`src/rtl/lcd_text_ctrl.sv`:
```
// lcd_text_ctrl: ROWS x COLS HD44780 text sequencer feeding a byte-level I2C writer.
// Build option LCD_AUTO_REFRESH_EN: rewrite only rows whose text differs from the displayed text.
module lcd_text_ctrl #(
  parameter int unsigned ROWS     = 2,
  parameter int unsigned COLS     = 16,
  parameter int unsigned PWR_WAIT = 50000,
  parameter int unsigned CLR_WAIT = 2000
) (
  input  logic                   clk_1MHz,
  input  logic                   rst,
  input  logic                   ena,
  input  logic                   refresh,
  input  logic [ROWS*COLS*8-1:0] row_data,
  input  logic                   done_write,
  output logic [7:0]             data,
  output logic                   cmd_data,
  output logic                   ena_write,
  output logic                   busy,
  output logic                   init_done
);

  localparam int unsigned TXT_W    = ROWS * COLS * 8;
  localparam int unsigned ROW_W    = (ROWS > 1) ? $clog2(ROWS) : 1;
  localparam int unsigned COL_W    = $clog2(COLS);
  localparam int unsigned WAIT_MAX = (PWR_WAIT > CLR_WAIT) ? PWR_WAIT : CLR_WAIT;
  localparam int unsigned CNT_W    = (WAIT_MAX > 0) ? $clog2(WAIT_MAX + 1) : 1;

  localparam logic [2:0] S_POWERUP    = 3'd0;
  localparam logic [2:0] S_INIT       = 3'd1;
  localparam logic [2:0] S_CLEAR_WAIT = 3'd2;
  localparam logic [2:0] S_IDLE       = 3'd3;
  localparam logic [2:0] S_LOAD       = 3'd4;
  localparam logic [2:0] S_SET_ADDR   = 3'd5;
  localparam logic [2:0] S_WR_CHAR    = 3'd6;
  localparam logic [2:0] S_WAIT_ACK   = 3'd7;

  logic [2:0]       state, state_nxt, ret_state, ret_nxt;
  logic [CNT_W-1:0] cnt, cnt_nxt;
  logic [2:0]       init_idx, init_idx_nxt;
  logic [ROW_W-1:0] row, row_nxt;
  logic [COL_W-1:0] col, col_nxt;
  logic             pending, pending_nxt;
  logic [TXT_W-1:0] shadow, shadow_nxt;
  logic [7:0]       data_nxt;
  logic             cmd_data_nxt, ena_write_nxt, busy_nxt, init_done_nxt;
  logic [ROWS-1:0]  frame_mask, load_mask;
  logic [ROW_W:0]   row_first, row_next;
  logic [7:0]       cur_char;
  int unsigned      char_pos;

  function automatic logic [7:0] init_cmd(input logic [2:0] idx);
    case (idx)
      3'd0:    init_cmd = 8'h33;
      3'd1:    init_cmd = 8'h32;
      3'd2:    init_cmd = 8'h28;
      3'd3:    init_cmd = 8'h0C;
      3'd4:    init_cmd = 8'h06;
      default: init_cmd = 8'h01;
    endcase
  endfunction

  function automatic logic [7:0] row_addr(input logic [ROW_W-1:0] r);
    case (32'(r))
      0:       row_addr = 8'h80;
      1:       row_addr = 8'hC0;
      2:       row_addr = 8'(32'h80 + COLS);
      default: row_addr = 8'(32'hC0 + COLS);
    endcase
  endfunction

  // Lowest row >= from that is set in mask; MSB flags that one was found.
  function automatic logic [ROW_W:0] find_row(input logic [ROWS-1:0] mask, input int unsigned from);
    logic found;
    found    = 1'b0;
    find_row = '0;
    for (int unsigned r = 0; r < ROWS; r++) begin
      if (!found && mask[r] && (r >= from)) begin
        found    = 1'b1;
        find_row = {1'b1, ROW_W'(r)};
      end
    end
  endfunction

`ifdef LCD_AUTO_REFRESH_EN
  localparam int unsigned ROW_BITS = COLS * 8;

  logic [ROWS-1:0] dirty, dirty_nxt, frame_mask_nxt, row_diff;

  always_comb begin
    for (int unsigned r = 0; r < ROWS; r++)
      row_diff[r] = (row_data[(ROWS-1-r)*ROW_BITS +: ROW_BITS] != shadow[(ROWS-1-r)*ROW_BITS +: ROW_BITS]);
  end

  // A row goes out if it was marked dirty or differs from the text being snapshotted now.
  assign load_mask = dirty | row_diff;
`else
  assign load_mask  = '1;
  assign frame_mask = '1;
`endif

  assign row_first = find_row(load_mask, 0);
  assign row_next  = find_row(frame_mask, 32'(row) + 1);

  // Row 0 char 0 sits in the top byte of the shadow buffer.
  always_comb begin
    char_pos = (ROWS * COLS - 1) - (32'(row) * COLS + 32'(col));
    cur_char = 8'(shadow >> (char_pos * 8));
  end

  always_comb begin
    state_nxt     = state;
    ret_nxt       = ret_state;
    cnt_nxt       = cnt;
    init_idx_nxt  = init_idx;
    row_nxt       = row;
    col_nxt       = col;
    pending_nxt   = pending;
    shadow_nxt    = shadow;
    data_nxt      = data;
    cmd_data_nxt  = cmd_data;
    ena_write_nxt = 1'b0;
    init_done_nxt = init_done;
`ifdef LCD_AUTO_REFRESH_EN
    dirty_nxt      = dirty;
    frame_mask_nxt = frame_mask;
`endif

    case (state)
      S_POWERUP: begin
        if (cnt != CNT_W'(PWR_WAIT)) begin
          cnt_nxt = cnt + CNT_W'(1);
        end else if (ena) begin
          cnt_nxt   = '0;
          state_nxt = S_INIT;
        end
      end
      S_INIT: begin
        data_nxt      = init_cmd(init_idx);
        cmd_data_nxt  = 1'b0;
        ena_write_nxt = 1'b1;
        state_nxt     = S_WAIT_ACK;
        if (init_idx == 3'd5) begin
          init_idx_nxt = '0;
          ret_nxt      = S_CLEAR_WAIT;
        end else begin
          init_idx_nxt = init_idx + 3'd1;
          ret_nxt      = S_INIT;
        end
      end
      S_CLEAR_WAIT: begin
        if (cnt != CNT_W'(CLR_WAIT)) begin
          cnt_nxt = cnt + CNT_W'(1);
        end else begin
          cnt_nxt       = '0;
          init_done_nxt = 1'b1;
          pending_nxt   = 1'b1;
          state_nxt     = S_IDLE;
`ifdef LCD_AUTO_REFRESH_EN
          dirty_nxt     = '1;
`endif
        end
      end
      S_IDLE: begin
`ifdef LCD_AUTO_REFRESH_EN
        if (ena && (pending || (|dirty))) state_nxt = S_LOAD;
`else
        if (ena && pending) state_nxt = S_LOAD;
`endif
      end
      S_LOAD: begin
        shadow_nxt  = row_data;
        pending_nxt = 1'b0;
        col_nxt     = '0;
        row_nxt     = row_first[ROW_W-1:0];
        state_nxt   = row_first[ROW_W] ? S_SET_ADDR : S_IDLE;
`ifdef LCD_AUTO_REFRESH_EN
        frame_mask_nxt = load_mask;
`endif
      end
      S_SET_ADDR: begin
        data_nxt      = row_addr(row);
        cmd_data_nxt  = 1'b0;
        ena_write_nxt = 1'b1;
        ret_nxt       = S_WR_CHAR;
        state_nxt     = S_WAIT_ACK;
      end
      S_WR_CHAR: begin
        data_nxt      = cur_char;
        cmd_data_nxt  = 1'b1;
        ena_write_nxt = 1'b1;
        state_nxt     = S_WAIT_ACK;
        if (col == COL_W'(COLS - 1)) begin
          col_nxt = '0;
          if (row_next[ROW_W]) begin
            row_nxt = row_next[ROW_W-1:0];
            ret_nxt = S_SET_ADDR;
          end else begin
            ret_nxt = S_IDLE;
          end
        end else begin
          col_nxt = col + COL_W'(1);
          ret_nxt = S_WR_CHAR;
        end
      end
      S_WAIT_ACK: begin
        if (done_write) state_nxt = ret_state;
      end
      default: state_nxt = S_POWERUP;
    endcase

    // Refresh overrides the clear done by LOAD so a coincident request is not lost.
`ifdef LCD_AUTO_REFRESH_EN
    if (state == S_IDLE && init_done) dirty_nxt = dirty | row_diff;
    if (state == S_LOAD)              dirty_nxt = '0;
    if (refresh)                      dirty_nxt = '1;
`endif
    if (refresh) pending_nxt = 1'b1;

    busy_nxt = (state_nxt != S_IDLE);
  end

  always_ff @(posedge clk_1MHz or posedge rst) begin
    if (rst) begin
      state     <= S_POWERUP;
      ret_state <= S_POWERUP;
      cnt       <= '0;
      init_idx  <= '0;
      row       <= '0;
      col       <= '0;
      pending   <= 1'b0;
      shadow    <= '0;
      data      <= 8'h00;
      cmd_data  <= 1'b0;
      ena_write <= 1'b0;
      busy      <= 1'b1;
      init_done <= 1'b0;
    end else begin
      state     <= state_nxt;
      ret_state <= ret_nxt;
      cnt       <= cnt_nxt;
      init_idx  <= init_idx_nxt;
      row       <= row_nxt;
      col       <= col_nxt;
      pending   <= pending_nxt;
      shadow    <= shadow_nxt;
      data      <= data_nxt;
      cmd_data  <= cmd_data_nxt;
      ena_write <= ena_write_nxt;
      busy      <= busy_nxt;
      init_done <= init_done_nxt;
    end
  end

`ifdef LCD_AUTO_REFRESH_EN
  always_ff @(posedge clk_1MHz or posedge rst) begin
    if (rst) begin
      dirty      <= '0;
      frame_mask <= '0;
    end else begin
      dirty      <= dirty_nxt;
      frame_mask <= frame_mask_nxt;
    end
  end
`endif

endmodule

```
`config.mk`:
```
export PLATFORM = sky130hd
export DESIGN_NAME = lcd_text_ctrl
export DESIGN_NICKNAME = d
export VERILOG_FILES = /design/src/rtl/lcd_text_ctrl.sv
export SDC_FILE = /design/constraint.sdc
export NUM_CORES = 1
export LEC_CHECK = 0
export CAP_MARGIN = 20
export CORE_MARGIN = 2
export CORE_UTILIZATION = 45
export CTS_BUF_LIST = sky130_fd_sc_hd__clkbuf_8
export CTS_CLUSTER_DIAMETER = 30
export CTS_CLUSTER_SIZE = 25
export DETAILED_ROUTE_END_ITERATION = 6
export GPL_ROUTABILITY_DRIVEN = 0
export GPL_TIMING_DRIVEN = 0
export PLACE_DENSITY = 0.76
export SLEW_MARGIN = 25
export SYNTH_ARGS = -nofsm -noshare
export SYNTH_HDL_FRONTEND = slang
export SYNTH_SLANG_ARGS = --single-unit
```
`constraint.sdc`:
```
create_clock -name clk_1MHz -period 12.6 [get_ports clk_1MHz]
set_input_delay 1.89 -clock clk_1MHz [delete_from_list [all_inputs] [get_ports clk_1MHz]]
set_output_delay 1.89 -clock clk_1MHz [all_outputs]
set_load 0.03 [all_outputs]
```
Word level (Yosys, flattened, before mapping)
Cells that the tools add are included.
{ "word_totals": {"inputBits": 261, "out_inout_bits": 12, "reg_bits": 299} }
{ "op_classes": {"reduce_logical": 16, "magnitude_cmp": 2, "n_shift": 1, "n_eq_ne": 20, "bitwise": 2, "add_sub_neg": 6, "mux": 31} }
{ "ops": {"columns": ["op", "count"], "rows": [
  ["$shr 256x32->8", 1],
  ["$mux 16", 3],
  ["$pmux 16 s2", 1],
  ["$pmux 6 s5", 1],
  ["$mux 3", 8],
  ["$pmux 8 s3", 1],
  ["$eq 3x3->1 const B", 6],
  ["$pmux 3 s6", 1],
  ["$add 16x1->16 const B", 1],
  ["$ne 16x11->1 const B", 1],
  ["$ne 16x16->1 const B", 1],
  ["$pmux 8 s2", 1],
  ["$eq 3x2->1 const B", 4],
  ["$pmux 3 s3", 1],
  ["$pmux 4 s2", 1],
  ["$sub 5x6->7 const A", 1],
  ["$add 5x4->6", 1],
  ["$eq 3x1->1 const B", 2],
  ["$logic_not 3->1", 2],
  ["$mux 1", 6],
  ["$mux 2", 3],
  ["$ne 3x3->1 const B", 2],
  ["$pmux 1 s2", 3],
  ["$reduce_and 2->1", 3],
  ["other kinds (16)", 23]
]} }

Depth between registers and ports, before layout
Gate-level depths: netlist of the first run.
{ "logic_depth": {"ltp_word": 9, "mapped_depth": 11, "depth_no_buf": 8} }

Worst setup path after synthesis of the first run
Ideal clock, no wire load.
{ "synth_timing": {"kind": "reg2reg", "from": "reg col[1]", "to": "reg data[1]", "arrival_ns": 2.490, "path_slack_ns": 9.984, "n_path_buf": 3, "stages_incl_launch_ff": 11, "period_less_slack_ns": 2.616, "required_time_ns": 12.474, "cell_sequence": "dfrtp_1 > buf_6 > buf_4 > inv_1 > ha_1 > a21o_1 > a21oi_2 > xor2_2 > buf_2 > a211oi_1 > o32a_1"} }
{ "synth_via": {"elab_chain_len": 4} }
{ "synth_rtl": {"columns": ["element", "line_no", "rtl"], "rows": [
  ["from (decl)", "41", "logic [COL_W-1:0] col, col_nxt;"],
  ["from (signal assigned)", "243", "col <= col_nxt;"],
  ["$add 5x4->6", "106", "char_pos = (ROWS * COLS - 1) - (32'(row) * COLS + 32'(col));"],
  ["$sub 5x6->7", "106", null],
  ["$shr 256x32->8", "107", "cur_char = 8'(shadow >> (char_pos * 8));"],
  ["$pmux 8 s3", "128", "case (state)"],
  ["to (signal assigned)", "246", "data <= data_nxt;"],
  ["to (decl)", "15", "output logic [7:0] data,"]
]} }
No other way between the ends.
A chain may end at the register's enable or synchronous reset.

Final worst setup path of the first run
{ "layout_timing": {"from": "reg busy", "to": "out busy"} }
{ "layout_lines": {"columns": ["element", "line_no", "rtl"], "rows": [
  ["from (decl)", "18", "output logic busy,"],
  ["from (signal assigned)", "249", "busy <= busy_nxt;"]
]} }
No word-level cell between the ends.

==> results of run 1 <==
==> layout make-up <==
class	instances	area, um2	share of cell area, %
Buffer	55	284	1.51
Clock inverter	46	554	2.94
Sequential cell	299	7480	39.7
Inverter	15	63.8	0.338
Clock buffer	80	1100	5.84
Antenna cell	11	27.5	0.146
Multi-Input combinational cell	586	6050	32.1
Tap cell	396	495	2.63
Timing Repair Buffer	275	2810	14.9
==> metrics by stage <==
stage          hold WS, ns  util [%]
2_1_floorplan        0.451         -
3_3_place_gp         0.458      56.0
3_5_place_dp         0.463      56.3
4_1_cts              0.472      61.7
5_1_grt              0.512      61.8
6_report             0.466      61.8
==> Yosys cell counts, types with 11 or more instances <==
cell type,instances
mux2i_1,14
buf_2,32
ha_1,12
nand2_1,40
nand3_1,14
inv_1,15
mux2_2,260
nor2_1,30
clkbuf_1,11
mux4_2,58
a21oi_1,13
o21ai_0,16
dfrtp_1,298
a22oi_1,18
xnor2_1,12
==> metal layers <==
layer / vias up / GRT usage, % / wire length, um
met3: 96 / 5.94 / 2800
met2: 397 / 39.4 / 18900
met4: 6 / 12.0 / 1500
met5: - / 0 / 37
li1: 4284 / - / -
met1: 4987 / 32.7 / 16600
==> power by group through the flow <==
stage,clock network (mW),logic [mW],registers (mW)
2_1_floorplan,0,1.23,1.59
3_3_place_gp,0,1.74,1.63
3_5_place_dp,0,1.77,1.65
4_1_cts,1.33,1.78,1.63
5_1_grt,1.38,1.90,1.69
6_report,1.31,1.78,1.64
==> flip-flops by register name, summed over array words and instances, names as in the netlist <==
signal / cells
shadow: 256
ret_state: 3
busy: 1
data: 8
init_idx: 3
state: 3
row: 1
init_done: 1
col: 4
cmd_data: 1
ena_write: 1
pending: 1
cnt: 16
==> cell families after synthesis <==
family          after synthesis
buf+inv                      70
xor+xnor                     19
fa+ha+maj                    12
simple gates                128
flops                       299
mux                         335
compound gates               92
==> layout by cell type (no fill, tap or decap), drive strengths merged, types with 11 or more instances in the layout <==
| master | synthesis | layout |
|---|---|---|
| a21oi | 17 | 17 |
| ha | 12 | 12 |
| inv | 15 | 29 |
| clkinv | 0 | 17 |
| xnor2 | 12 | 12 |
| nand2 | 40 | 40 |
| mux4 | 61 | 61 |
| nand3 | 14 | 14 |
| clkdlybuf4s50 | 0 | 272 |
| clkbuf | 11 | 91 |
| diode | 0 | 11 |
| mux2i | 14 | 14 |
| a22oi | 18 | 18 |
| dfrtp | 298 | 298 |
| buf | 44 | 47 |
| o21ai | 16 | 16 |
| mux2 | 260 | 260 |
| nor2 | 31 | 31 |
==> worst max path at each step <==
stage | to | slack (ns) | from
CTS | busy | 8.93 | busy
global placement | shadow[37] | -1.19 | rst
finish | busy | 8.98 | busy
global route | data[6] | 8.87 | col[1]
detailed placement | data[0] | 9.09 | col[1]
floorplan | cmd_data | 2.45 | rst
==> impl.org, run 1 <==
** Die
- The floorplan step defined a die boundary enclosing 32200 um2.
- Height of the die :: 180 um
- Placeable core region :: 30500 um2
- Placement Rows :: 64
- Starting utilization of the core area :: 45.5%
- Die extent in x :: 180 um
- For this design the top-level I/O count stands at 273.

** Clock tree
- Number of buffers created by CTS :: 70
- CTS tree :: yes
- Clock tree buffer depth :: 3
- The number of hold buffers added after CTS was 0.
- CTS Sinks :: 299
- Quantity of gates resized following cts :: 0
- In this run the post-CTS setup repair buffer count came out at 0.
- The tree is rooted in a clkbuf_8.
- The H-tree was split into 3 levels.
- Clock transition time at the flip-flop clock pins of the worst setup and hold paths :: 0.05 ns
- Clock latency on the worst-skew pair, taken at its later pin, is 0.59 ns.

** Setup path
- STA classifies the critical path endpoint as an output pin.
- Reg-to-reg critical path endpoint :: data[6]
- Slack of the worst reg-to-reg path :: 9.03 ns
- In this run the number of cells on the critical path is 1.
- Measured in cells, the most critical reg-to-reg path has a length of 10.
- For this run, the slowest stage of the critical path takes 0.66 ns.
- The worst setup path is launched from a flip-flop.
- Slowest cell on crit path :: clkdlybuf4s50_1
- Data on the critical path is required at its endpoint by 10.71 ns.
- CP top delay family :: buffers and inverters
- Worst Path Max Fanout :: 1
- Buffers plus inverters on the worst setup path :: 1
- The startpoint identified for the worst register-to-register timing path is col[1].
- The critical path goes through clkdlybuf4s50_1.
- Category of the most critical setup path :: reg2out
- Arrival time worst endpoint :: 1.73 ns

** Drt
- Overall routed net length :: 39800 um
- Vias :: 9770
- DRC violation count after routing :: 0
- Dividing the detail-routed via count by the number of cells gives 5.54.
- The first routing iteration left 618 violations.
- After detailed routing, the average wire length per cell comes to 22.6 um.
- The detail route stage leaves a number of antenna-violating nets equal to 0.
- The first detailed-routing pass ran for 5 iterations.

** Yosys
- Area share of the largest cell type after synthesis :: 53.8%
- Share of the synthesized netlist area taken by xor and xnor gates :: 1.25%
- Synthesized netlist net count :: 1228
- Yosys top cell by area :: dfrtp_1
- Summing the areas of all and, or, nand and nor instances in the mapped netlist gives 4.55% of the synthesized area.
- A synthesized cell averages 14.5 um2.
- Main flop type after synthesis :: dfrtp_1
- Of the synthesized area, sequential elements account for 54.0%.
- Summing the areas of all fa, ha and maj instances in the mapped netlist gives 1.08% of the synthesized area.
- Counting every instance in the synthesized netlist gives 955.
- In the post-synthesis netlist, the biggest area contributors are dfrtp_1 54%, mux2_2 21%, mux4_2 9.4%.
- Flop and latch count out of synthesis :: 299
- Of all flip-flops after synthesis, the portion carrying an async set or reset was 100%.
- Fraction of synthesized area in multiplexers :: 32.1%
- Warnings from Yosys :: 0
- Count of flip-flops with a built-in enable after synthesis :: 0
- Main combinational cell family by area after synthesis :: multiplexers
- Syn Std Cell Area :: 13900 um2
- Summing the areas of all compound-gate instances in the mapped netlist gives 4.61% of the synthesized area.
- After synthesis, the netlist uses 56 different library cells.

** Layout
- Count of filler cells inserted in the layout :: 2324
- Fin cells :: 1763
- For this run, the post-layout net count is 1575.
- Relative to the synthesized area, the layout overhead comes to 36.0%.
- Final std cell area, no fill :: 18900 um2
- Cells with a size suffix above 1 make up 36.8% of the layout.

** Timing
- In this run the tightest slew margin relative to its limit is 46.1%.
- Max Transition Viols Final :: 0
- Derived from the worst setup path, the maximum achievable clock frequency is 0.276 GHz.
- Between clock sinks in the finished design, the worst skew comes to 0.0304 ns.
- Pin slew with the least headroom to its limit :: 0.809 ns
- Final setup slack of the worst path :: 8.98 ns
- The final count of hold timing violations came to 0.
- Minimum clock period :: 3.62 ns
- Dividing the final minimum period by the clock period gives 28.7%.
- Setup repair after global routing left no endpoint under its margin.
- Final setup fails :: 0
- Summed over all failing endpoints, the final setup total negative slack is 0 ns.

** Min path
- The worst hold path terminates at init_done.
- Path class of the lowest-slack min-delay path :: reg2reg
- Worst hold path stage count :: 1
- In this run the most critical hold path is launched from init_done.

** Pwr
- The share of total power dissipated in sequential elements is 34.6%.
- Combinational cells account for 37.7% of the total power.
- Net switching power :: 1.57 mW
- The clock network is responsible for 27.7% of the overall power.
- Net switching is 33.2% of the power.
- The worst-case IR drop observed on VDD is 120 uV.
- Total power for the finished layout comes to 4.73 mW.
- Internal power contribution :: 3.16 mW
- In this run the power density over the cells is 251 nW/um2.
- The analysis attributes to cell leakage a power of 7.86 nW.

** Placement
- Placement-stage cell area :: 17200 um2
- After detailed placement, the design holds a cell count of 1626.
- Detailed placement finished with a half-perimeter wire length of 29200 um.
- At the placement stage, the worst setup path has a slack of 9.09 ns.
- During placement, the flow inserted port buffers numbering 272.

** Run status
- The run finished with clean final reports.

** Global route
- Entering global routing, the biggest net connects 101 pins.
- Vias in the first global route :: 10569
- The first global-routing pass estimated 61300 um of wire.
- Global-route total usage across every layer :: 25.0%
- The total overflow left after global routing is 0.
- Number of antenna violations at the first check in global routing :: 15

** Flow run
- Number of max-capacitance violations reported :: 0
Note: power is estimated with default switching activity, not from simulation.
==> run 2: changes to the inputs <==
Clock period 12.6 ns to 3.7 ns, I/O delays scaled along.
==> impl.org, run 2 (same netlist as run 1, synthesis figures left out) <==
** Setup path
- The worst setup path is launched from a flip-flop.
- Arrival time worst endpoint :: 3.94 ns (+2.21 ns)
- The worst endpoint required time is 4.16 ns (-6.55 ns).
- Startpoint of the worst-slack reg-to-reg timing path :: col[1]
- The worst setup path is captured at a flip-flop.
- The worst setup path is of the reg2reg kind.
- Worst Path Max Fanout :: 10 (+9)
- Cells on worst reg2reg path :: 10 (unchanged)
- Slack of the worst reg-to-reg path :: 0.21 ns (-8.82 ns)
- Reg-to-reg critical path endpoint :: data[0]

** Timing
- The worst clock skew on the final layout came to 0.0289 ns (-0.00147 ns).
- The final-report setup violation count was 0 (unchanged).
- Subtracting the final worst setup slack from the clock period gives 3.49 ns.
- The final count of hold timing violations came to 0 (unchanged).
- The headroom to the max-slew limit came to 40.1% (-6.0 points).
- Setup repair after global routing left no endpoint under its margin.
- Final setup slack of the worst path :: 0.213 ns (-8.77 ns)
- Pin slew with the least headroom to its limit :: 0.899 ns (+0.0903 ns)
- Based on the critical path, the design can be clocked at up to 0.287 GHz.
- Final worst path period share :: 94.2%
- The count of final max-slew check failures came to 0 (unchanged).

** Global route
- Number of antenna violations at the first check in global routing :: 12 (-3)
- Global-route total usage across every layer :: 25.5% (+0.55 points)
- The largest net degree at the start of global routing came to 33 (-67%).
- The first-pass GRT wire length is 62700 um (+2.3%).
- Vias in the first global route :: 10544 (-0.24%)
- The total global routing overflow was 0 (unchanged).

** Die
- The effective utilization at floorplan is 45.5% (unchanged).
- The total die area came to 32200 um2 (unchanged).
- Height of the die :: 180 um (unchanged)
- The number of placement rows was 64 (unchanged).
- The area of the core is 30500 um2 (unchanged).
- The chip width was 180 um (unchanged).
- Boundary Pins :: 273 (unchanged)

** Layout
- Final layout net count :: 1582 (+0.44%)
- Multi-input combinational cell area :: 6050 um2 (+0.10%)
- Most common library cell in the layout ignoring fill and taps :: dfrtp_1
- Register with the highest flop count :: shadow
- The flip-flop count of the largest register after layout came to 256 (unchanged).
- The post-layout utilization of the core is 62.4% (+0.53 points).
- Compared with the post-synthesis result, the final layout area differs by 37.2%.
- Top flop regs :: shadow x256, cnt x16, data x8
- Commonest cells after routing, fill and taps aside :: 298 x dfrtp_1, 272 x clkdlybuf4s50_1, 260 x mux2_2
- Count of filler cells inserted in the layout :: 2324 (unchanged)
- Share of final-layout standard cells stronger than drive strength 1 :: 36.9% (+0.12 points)
- Area of all sequential standard cells :: 7480 um2 (unchanged)

** Drt
- Number of vias per cell :: 5.51 (-0.54%)
- Overall routed net length :: 40500 um (+1.8%)
- Number of violations reported at the end of detailed-routing iteration 0 :: 583 (-5.7%)
- DRC violation count after routing :: 0 (unchanged)
- The first-pass detailed-route iteration total is 5 (unchanged).
- Routed Antenna Nets :: 0 (unchanged)
- The average wire length per cell after detail routing is 22.9 um (+1.4%).
- The total via count in the routed design was 9761 (-0.092%).

** Pwr
- Static power due to leakage :: 7.95 nW (+1.1%)
- The areal power density over the cells came to 852 nW/um2 (+240%).
- The total power consumption of the routed design is 16.2 mW (+240%).
- Worst VDD drop :: 453 uV (+280%)

** Clock tree
- CTS tree :: yes
- The number of buffers added to fix hold violations after cts was 0 (unchanged).
- Latest clock arrival within the worst-skew pair :: 0.59 ns (about the same)
- H-Tree Level Count :: 3 (unchanged)
- The cell sitting at the root of the clock tree is a clkbuf_8.
- Clock transition time at the flip-flop clock pins of the worst setup and hold paths :: 0.06 ns (about the same)
- Number of buffers created by CTS :: 69 (-1.4%)
- Clock tree buffer depth :: 3 (unchanged)
- The CTS sink count is 299 (unchanged).

** Run status
- The run finished with clean final reports.

** Min path
- Path class of the lowest-slack min-delay path :: in2async

** Placement
- Post-detailed-placement half-perimeter wirelength :: 30100 um (+3.1%)
- The post-placement setup slack is 0.202 ns (-8.88 ns).
- Port Buffers :: 272 (unchanged)

** Flow run
- The number of maximum-capacitance constraint violations is 0 (unchanged).
==> run 2: cell types whose count changed in the layout (fill, tap and decap cells not counted), sizes merged <==
cell,change
inv,-4
buf,+8
clkbuf,+5
diode,-1
clkinvlp,+2
clkinv,-2
==> run 2: how the worst max path moves through the flow <==
stage | from | end | slack [ns]
floorplan | rst | cmd_data | -0.83
global placement | rst | shadow[37] | -2.97
detailed placement | col[1] | data[7] | 0.20
CTS | col[1] | data[7] | 0.19
global route | col[1] | data[0] | 0.06
finish | col[1] | data[0] | 0.21
==> run 2: power breakdown <==
group          internal (mW)  switching (mW)  leakage, nW
Clock                   2.81            1.66        0.869
Sequential              4.79           0.814         3.64
Combinational           3.25            2.88         3.44
==> run 2: what timing repair did <==
item | in CTS | in global routing
endpoints found under the hold margin | 0 | 0
setup endpoints to repair | 0 | 1
buffers inserted | 0 | 0
resized for setup | 0 | 1
==> run 2: routing by layer <==
metal  up-vias  GRT usage, %  part of all wire [%]
li1       4298             -                     -
met4         4          9.76                   3.3
met3        87          7.15                   7.3
met5         -             0                 0.079
met2       365          42.0                    49
met1      5007          32.2                    40
==> run 2: area by class of cell <==
cell class	count	area share [%]
flip-flops and latches	299	39.3
multi-input cells	586	31.8
repair buffers	283	15.5
clock buffers	85	6.15
clock inverters	42	2.60
well taps	396	2.60
plain buffers	55	1.49
inverters	15	0.316
diodes	10	0.132
==> run 2: metrics by stage <==
step	setup TNS [ns]	hold slack, ns	cells	cell area [um2]
after detailed placement	0	0.457	1634	17300
after global routing	0	0.374	1769	19000
after CTS	0	0.328	1761	19000
after floorplan	-246.52	0.451	955	13900
after global placement	-876.18	0.456	1623	17100
final	0	0.340	1771	19000
==> run 2: critical path, cell delays in order, from the launching register on <==
cell     delay (ns)
dfrtp_1        0.48
buf_6          0.23
buf_4          0.28
inv_1          0.13
ha_1           0.32
a21o_1         0.18
a21oi_2        0.23
xor2_2         0.61
mux2i_1        0.48
a22oi_1        0.16
a31o_2         0.26
